==> src/rtl/armleosoc_axi_pkg.sv <==
// Shared AXI definitions for the armleosoc interconnect: arbiter state encoding,
// AXI response codes and the packed-bus slice helper.
package armleosoc_axi_pkg;

  typedef enum logic [0:0] {
    STATE_IDLE   = 1'b0,
    STATE_ACTIVE = 1'b1
  } arb_state_t;

  localparam logic [1:0] AXI_RESP_OKAY   = 2'b00;
  localparam logic [1:0] AXI_RESP_EXOKAY = 2'b01;
  localparam logic [1:0] AXI_RESP_SLVERR = 2'b10;
  localparam logic [1:0] AXI_RESP_DECERR = 2'b11;

  // LSB of slice idx in a bus packing several width-bit fields back to back.
  function automatic int access_packed(input int idx, input int width);
    return idx * width;
  endfunction

endpackage

==> src/rtl/armleosoc_arbiter_select.sv <==
// Combinational request selector: first requester at or after base_i, wrapping
// modulo N. With base_i tied to zero it degenerates to fixed lowest-index priority.
module armleosoc_arbiter_select #(
  parameter int N  = 2,
  parameter int HW = $clog2(N)
) (
  input  logic [N-1:0]  req_i,
  input  logic [HW-1:0] base_i,
  output logic [HW-1:0] idx_o,
  output logic          valid_o
);

  localparam logic [HW:0] NUM = (HW+1)'(N);

  // Scan candidates in priority order starting from the base pointer.
  always_comb begin
    logic [HW:0] cand;
    idx_o   = '0;
    valid_o = 1'b0;
    cand    = '0;
    for (int i = 0; i < N; i++) begin
      cand = {1'b0, base_i} + (HW+1)'(i);
      cand = (cand >= NUM) ? (cand - NUM) : cand;
      if (!valid_o && req_i[cand[HW-1:0]]) begin
        idx_o   = cand[HW-1:0];
        valid_o = 1'b1;
      end else begin
        idx_o   = idx_o;
        valid_o = valid_o;
      end
    end
  end

endmodule

==> src/rtl/armleosoc_axi_read_arbiter.sv <==
// N-to-1 AXI4 AR/R arbiter, one transaction in flight, grant held until RLAST.
// Define ARMLEOSOC_AXI_ARB_ROUND_ROBIN_EN for round-robin; default is fixed priority.
module armleosoc_axi_read_arbiter
  import armleosoc_axi_pkg::*;
#(
  parameter int OPT_NUMBER_OF_HOSTS = 2,
  parameter int ADDR_WIDTH          = 34,
  parameter int ID_WIDTH            = 4,
  parameter int DATA_WIDTH          = 32
) (
  input  logic                                    clk,
  input  logic                                    rst_n,

  input  logic [OPT_NUMBER_OF_HOSTS-1:0]          upstream_axi_arvalid,
  output logic [OPT_NUMBER_OF_HOSTS-1:0]          upstream_axi_arready,
  input  logic [OPT_NUMBER_OF_HOSTS*ADDR_WIDTH-1:0] upstream_axi_araddr,
  input  logic [OPT_NUMBER_OF_HOSTS*8-1:0]        upstream_axi_arlen,
  input  logic [OPT_NUMBER_OF_HOSTS*3-1:0]        upstream_axi_arsize,
  input  logic [OPT_NUMBER_OF_HOSTS*2-1:0]        upstream_axi_arburst,
  input  logic [OPT_NUMBER_OF_HOSTS*ID_WIDTH-1:0] upstream_axi_arid,
  input  logic [OPT_NUMBER_OF_HOSTS-1:0]          upstream_axi_arlock,
  input  logic [OPT_NUMBER_OF_HOSTS*3-1:0]        upstream_axi_arprot,

  output logic [OPT_NUMBER_OF_HOSTS-1:0]          upstream_axi_rvalid,
  input  logic [OPT_NUMBER_OF_HOSTS-1:0]          upstream_axi_rready,
  output logic [DATA_WIDTH-1:0]                   upstream_axi_rdata,
  output logic [1:0]                              upstream_axi_rresp,
  output logic                                    upstream_axi_rlast,
  output logic [ID_WIDTH-1:0]                     upstream_axi_rid,

  output logic                                    downstream_axi_arvalid,
  input  logic                                    downstream_axi_arready,
  output logic [ADDR_WIDTH-1:0]                   downstream_axi_araddr,
  output logic [7:0]                              downstream_axi_arlen,
  output logic [2:0]                              downstream_axi_arsize,
  output logic [1:0]                              downstream_axi_arburst,
  output logic [ID_WIDTH-1:0]                     downstream_axi_arid,
  output logic                                    downstream_axi_arlock,
  output logic [2:0]                              downstream_axi_arprot,

  input  logic                                    downstream_axi_rvalid,
  output logic                                    downstream_axi_rready,
  input  logic [1:0]                              downstream_axi_rresp,
  input  logic                                    downstream_axi_rlast,
  input  logic [DATA_WIDTH-1:0]                   downstream_axi_rdata,
  input  logic [ID_WIDTH-1:0]                     downstream_axi_rid
);

  localparam int N  = OPT_NUMBER_OF_HOSTS;
  localparam int HW = $clog2(N);

  arb_state_t      state_q;
  logic [HW-1:0]   grant_q;
  logic            ardone_q;
  logic            rdone_q;
  logic            ardone_d;
  logic            rdone_d;

  logic            active;
  logic            sel_arvalid;
  logic            sel_rready;
  logic [HW-1:0]   arb_base;
  logic [HW-1:0]   arb_idx;
  logic            arb_valid;

`ifdef ARMLEOSOC_AXI_ARB_ROUND_ROBIN_EN
  logic [HW-1:0]   rr_ptr_q;
  logic [HW-1:0]   rr_ptr_d;

  assign arb_base = rr_ptr_q;
  assign rr_ptr_d = (grant_q == HW'(N - 1)) ? '0 : (grant_q + HW'(1));
`else
  assign arb_base = '0;
`endif

  armleosoc_arbiter_select #(
    .N  (N),
    .HW (HW)
  ) u_select (
    .req_i   (upstream_axi_arvalid),
    .base_i  (arb_base),
    .idx_o   (arb_idx),
    .valid_o (arb_valid)
  );

  // Reset gates every handshake output immediately, not only after the clock edge.
  assign active      = rst_n && (state_q == STATE_ACTIVE);
  assign sel_arvalid = upstream_axi_arvalid[grant_q];
  assign sel_rready  = upstream_axi_rready[grant_q];

  assign downstream_axi_arvalid = active & sel_arvalid & ~ardone_q;
  assign downstream_axi_rready  = active & sel_rready & ~rdone_q;

  assign downstream_axi_araddr  = upstream_axi_araddr[access_packed(int'(grant_q), ADDR_WIDTH) +: ADDR_WIDTH];
  assign downstream_axi_arlen   = upstream_axi_arlen[access_packed(int'(grant_q), 8) +: 8];
  assign downstream_axi_arsize  = upstream_axi_arsize[access_packed(int'(grant_q), 3) +: 3];
  assign downstream_axi_arburst = upstream_axi_arburst[access_packed(int'(grant_q), 2) +: 2];
  assign downstream_axi_arid    = upstream_axi_arid[access_packed(int'(grant_q), ID_WIDTH) +: ID_WIDTH];
  assign downstream_axi_arlock  = upstream_axi_arlock[grant_q];
  assign downstream_axi_arprot  = upstream_axi_arprot[access_packed(int'(grant_q), 3) +: 3];

  assign upstream_axi_rdata = downstream_axi_rdata;
  assign upstream_axi_rresp = downstream_axi_rresp;
  assign upstream_axi_rlast = downstream_axi_rlast;
  assign upstream_axi_rid   = downstream_axi_rid;

  // Only the granted host ever sees arready/rvalid.
  always_comb begin
    upstream_axi_arready = '0;
    upstream_axi_rvalid  = '0;
    if (active) begin
      upstream_axi_arready[grant_q] = downstream_axi_arready & ~ardone_q;
      upstream_axi_rvalid[grant_q]  = downstream_axi_rvalid & ~rdone_q;
    end else begin
      upstream_axi_arready = '0;
      upstream_axi_rvalid  = '0;
    end
  end

  // Completion flags including this cycle's handshakes, so AR and RLAST may land together.
  assign ardone_d = ardone_q | (downstream_axi_arvalid & downstream_axi_arready);
  assign rdone_d  = rdone_q | (downstream_axi_rvalid & downstream_axi_rready & downstream_axi_rlast);

  // Transaction FSM: register a grant in IDLE, hold it until both AR and last R are done.
  always_ff @(posedge clk) begin
    if (!rst_n) begin
      state_q  <= STATE_IDLE;
      grant_q  <= '0;
      ardone_q <= 1'b0;
      rdone_q  <= 1'b0;
`ifdef ARMLEOSOC_AXI_ARB_ROUND_ROBIN_EN
      rr_ptr_q <= '0;
`endif
    end else begin
      case (state_q)
        STATE_IDLE: begin
          ardone_q <= 1'b0;
          rdone_q  <= 1'b0;
          if (arb_valid) begin
            grant_q <= arb_idx;
            state_q <= STATE_ACTIVE;
          end else begin
            state_q <= STATE_IDLE;
          end
        end
        STATE_ACTIVE: begin
          if (ardone_d && rdone_d) begin
            state_q  <= STATE_IDLE;
            ardone_q <= 1'b0;
            rdone_q  <= 1'b0;
`ifdef ARMLEOSOC_AXI_ARB_ROUND_ROBIN_EN
            rr_ptr_q <= rr_ptr_d;
`endif
          end else begin
            ardone_q <= ardone_d;
            rdone_q  <= rdone_d;
          end
        end
        default: begin
          state_q  <= STATE_IDLE;
          ardone_q <= 1'b0;
          rdone_q  <= 1'b0;
        end
      endcase
    end
  end

endmodule

==> config.mk <==
export PLATFORM = sky130hd
export DESIGN_NAME = armleosoc_axi_read_arbiter
export DESIGN_NICKNAME = d
export VERILOG_FILES = /design/src/rtl/armleosoc_axi_pkg.sv /design/src/rtl/armleosoc_arbiter_select.sv /design/src/rtl/armleosoc_axi_read_arbiter.sv
export SDC_FILE = /design/constraint.sdc
export NUM_CORES = 1
export LEC_CHECK = 0
export ABC_AREA = 1
export CORE_AREA = 2 2 100 102
export CTS_BUF_LIST = sky130_fd_sc_hd__clkbuf_4
export CTS_CLUSTER_DIAMETER = 40
export DETAILED_ROUTE_END_ITERATION = 16
export DIE_AREA = 0 0 102 104
export DONT_BUFFER_PORTS = 1
export SLEW_MARGIN = 20
export SYNTH_ARGS = -nofsm -noshare
export SYNTH_HDL_FRONTEND = slang
export SYNTH_HIERARCHICAL = 1
export SYNTH_SLANG_ARGS = --single-unit
==> constraint.sdc <==
create_clock -name clk -period 2.9 [get_ports clk]
set_input_delay 0.58 -clock clk [delete_from_list [all_inputs] [get_ports clk]]
set_output_delay 0.58 -clock clk [all_outputs]
set_load 0.05 [all_outputs]
======== After elaboration in Yosys (flattened, before gate mapping) ========
Index checks and enable logic that the tools add are counted.
cells by class
  $lt $le $gt $ge ......................... 2
  shifts and indexed selects .............. 6
  multiply operators ...................... 2
  muxes and demuxes ....................... 20
  reductions and logical operators ........ 6
  bitwise operators ....................... 16
operators with widths
  operator             number
  $shiftx 68x8->34     1
  $shiftx 6x32->3      1
  $shiftx 16x5->8      1
  $mux 1               14
  $and 1x1->1          9
  $shiftx 8x4->4       1
  $mul 1x5->6 const B  1
  $pmux 1 s2           3
  $shiftx 6x4->3       1
  $and 2x2->2          2
  $logic_and 1x1->1    4
  $mux 2               2
  $shiftx 4x3->2       1
  $mul 1x2->3 const B  1
  $not 1->1            3
  $lt 1x2->1 const B   1
  $or 1x1->1           2
  $reduce_and 2->1     1
  $demux 1 s1          1
  $ge 1x1->1 const B   1
  $logic_not 1->1      1
word-level totals
  bits of input ports ..................... 157
  logic and storage cells ................. 56
  flip-flop bits (word level) ............. 4

======== Logic depth before layout (Yosys ltp) ========
  depth in word-level cells ............... 10
  gate-level depth with buffers ........... 8

======== Hierarchy ========
The synthesis kept the hierarchy.
modules (own cells, without submodules)
  module                      area an instance (um^2)  sequential area each (um^2)  instances  cells an instance
  armleosoc_axi_read_arbiter  1347.5                   80.1                         1          272
  armleosoc_arbiter_select    18.8                     0.0                          1          4

======== Least setup slack after synthesis ========
Ideal clock, no wire load.
  kind .................................... input-to-output
  start ................................... in rst_n
  end ..................................... out upstream_axi_arready[0]
  data required time ...................... 2320 ps
  slack ................................... 567 ps
  arrival time ............................ 1753 ps
  stages .................................. 2
  cell sequence ........................... nand2_4 -> nor3_1
between the ends
  word-level cells in the longest chain between the ends .. 2
ends and longest elaborated chain
  element            line                               RTL
  start, declared    armleosoc_axi_read_arbiter.sv:12   input logic rst_n,
  $logic_and 1x1->1  armleosoc_axi_read_arbiter.sv:87   assign active = rst_n && (state_q == STATE_ACTIVE);
  $mux 2             armleosoc_axi_read_arbiter.sv:111  if (active) begin
  end, declared      armleosoc_axi_read_arbiter.sv:15   output logic [OPT_NUMBER_OF_HOSTS-1:0] upstream_axi_arready,
Every way passes these cells.

======== Worst setup path after layout ========
  start ................................... reg grant_q
  end ..................................... out downstream_axi_rready
between the ends
  word-level cells in the longest chain between the ends .. 4
ends and longest elaborated chain
  element                                    line                               RTL
  start, declared                            armleosoc_axi_read_arbiter.sv:53   logic [HW-1:0] grant_q;
  start signal, assigned                     armleosoc_axi_read_arbiter.sv:140  grant_q <= arb_idx;
  $mux 1 (not written as such) (2 in a row)  armleosoc_axi_read_arbiter.sv:89   assign sel_rready = upstream_axi_rready[grant_q];
  $and 1x1->1 (2 in a row)                   armleosoc_axi_read_arbiter.sv:92   assign downstream_axi_rready = active & sel_rready & ~rdone_q;
  end, declared                              armleosoc_axi_read_arbiter.sv:42   output logic downstream_axi_rready,
Every way passes these cells. The select of a mux whose other input is x is not followed.

==> results by group <==
Setup path
  – Setup slack, reg-to-reg: 1550 ps
  – WP data required: 2320 ps
  – R2R Path Start: grant_q
  – Crit path DAT: 1640 ps
  – Reg2reg end: state_q
  – Crit Path Class: reg -> out
  – CP most frequent cell: nand2_1
  – Critical Path, Cell by Cell: inv_4 > nand2_1 > nand2_2 > nand2_1 > inv_1
  – Crit end category: output port
  – Slowest CP cell: inv_4
  – Worst path max stage delay: 420 ps
  – Crit path max fanout: 60
  – Reg2Reg Depth: 6
  – Startpoint class of the critical path: register

Yosys
  – Syn Inst Count: 276
  – Post-synth cell types: 20
  – Cell Area, Synth: 0.00137 mm^2
  – Avg Cell Area, Syn: 4.95 um^2
  – Seq/Total Area, Yosys: 5.86%
  – Ys Warns: 6
  – Syn_nets: 433
  – #FFs+latches synth: 4

Final layout
  – Fin nets: 393
  – Fraction of layout cells with a size suffix above 1: 8.97%
  – Commonest non-fill, non-tap cell in the layout: nand2_1
  – Area Overhead vs Synth: -10.1%
  – Final antenna diode count: 0
  – Utilization after layout: 12.9%
  – Design Area, Final: 0.00123 mm^2
  – Most frequent cells in the layout: 183 x nand2_1, 13 x inv_1, 7 x buf_4, 4 x nor3_2, 4 x nor2_1

Floorplan
  – DIE WIDTH: 102 um
  – IO Pins: 257
  – Initial core utilization: 14.3%
  – Row Count: 36
  – Die area: 0.0106 mm^2
  – Die H: 104 um
  – Core region area: 0.00955 mm^2

GRT
  – First-pass GRT wire length: 6.17 mm
  – Number of global-route vias before repair: 1,273
  – Gr usage total: 7.26%
  – Total congestion overflow: 0
  – Largest net degree at the start of global routing: 61
  – Initial antenna violation count: 0

Timing
  – Relative max-transition margin: 62.5%
  – Actual slew at the worst max-slew pin: 562 ps
  – Fin crit share: 76.7%
  – Setup total negative slack: 0 ps
  – Final Hold Viols: 0
  – Finish-stage setup viols: 0
  – Unrepaired setup endpoints after global routing: no
  – Max Fclk: 450 MHz
  – Crit path time final: 2220 ps
  – Final slew viol count: 0
  – Fin Hold WS: 467 ps
  – Worst Skew: 8.46 ps

Pwr
  – VDD IR max: 0.224 mV
  – Pwr Total: 1.08 mW
  – Pwr dens: 881 mW/mm^2
  – Lkg Pwr: 0.739 nW

Placement
  – Final weighted congestion in routability-driven placement: 0.675
  – Detail Placement HPWL: 3.68 mm
  – Placed Area: 0.00121 mm^2
  – Number of I/O port buffers: 0

CTS
  – CTS tree: yes
  – Htree depth: 1
  – Post-CTS Setup Repair Bufs: 0
  – Max Root-Sink Buffers: 2
  – CTS Sinks: 4
  – CTS resizes: 0
  – Clk_lat worst skew: 240 ps
  – Worst-path clk slew: 40 ps
  – Hold Buf Count CTS: 0
  – Root Buffer: clkbuf_4
  – Total CTS buffers: 3

Route
  – Wire length per cell: 12.0 um
  – Vias: 1,423
  – Detailed router's first-iteration violation count: 59
  – Drt pass-1 iters: 5
  – Final WL: 4.40 mm
  – Antenna-violating nets left: 0
  – Remaining DRCs: 0
  – Vias per inst: 3.88

Hold path
  – Worst hold stages: 2
  – Hold Crit Start: rst_n
  – WHS Endpoint: state_q
  – HP Class: in -> reg

Outcome
  – Status: complete, no violations

Job
  – Max Cap Viol: 0
synth_stat cells (all sizes together):
master    n  area [um^2]
nand2   185          704
buf      52          400
inv      14         55.1
nor2      5         35.0
nor3      5         25.0
dfxtp     4         80.1
nand3     4         25.0
a21oi     3         18.8
conb      1         3.75
o21ai     1         5.00
o21bai    1         7.51
or2       1         6.26
cells by family after synthesis:
family	after synthesis	synth area share, %
AND/OR/NAND/NOR	200	58.2
buffers and inverters	66	33.3
AO/OA/AOI/OAI	5	2.29
flip-flops	4	5.86
other	1	0.274
per-layer routing:
metal  vias up  routed length (um)  global-route usage, %  part of all wire [%]
met3         8                 587                   2.08                    13
met4         0                  50                   1.52                   1.1
li1        691                   -                      -                     -
met1       580                1570                   7.42                    36
met2       144                2190                   14.2                    50
met5         -                   0                      0                     0
state kept, by name, indices dropped and copies added, names as in the netlist:
signal    flops
state_q       1
rdone_q       1
ardone_q      1
grant_q       1
worst max-delay path: cells and delay by family, from the launching register on:
family / cells / cell delay [ps]
AND/OR/NAND/NOR: 3 / 330
flip-flops: 1 / 330
buffers and inverters: 2 / 750
layout make-up:
class | count | area, um^2
Sequential cell | 4 | 81.3
Inverter | 14 | 55.1
Clock buffer | 3 | 22.5
Tap cell | 133 | 166
Multi-Input combinational cell | 206 | 851
Fill cell | 1143 | 8320
Timing Repair Buffer | 7 | 52.6
stage by stage:
stage	std cells	setup WS, ps
2_1_floorplan	276	567
3_3_place_gp	364	918
3_5_place_dp	364	898
4_1_cts	367	632
5_1_grt	367	500
6_report	367	677
worst max path at each step:
stage	start	to	slack, ps	cells past startpoint
2_1_floorplan	rst_n	upstream_axi_arready[0]	570	2
3_3_place_gp	grant_q	downstream_axi_rready	920	5
3_5_place_dp	grant_q	downstream_axi_rready	900	5
4_1_cts	grant_q	downstream_axi_rready	630	5
5_1_grt	grant_q	downstream_axi_rready	500	5
6_report	grant_q	downstream_axi_rready	680	5
where the power goes:
group | internal (mW) | total [mW] | switching [mW]
sequential | 0.0650 | 0.0762 | 0.0112
clock | 0.0463 | 0.0701 | 0.0237
combinational | 0.109 | 0.936 | 0.827
total | 0.220 | 1.08 | 0.862
Note: power is estimated with default switching activity, not from simulation.
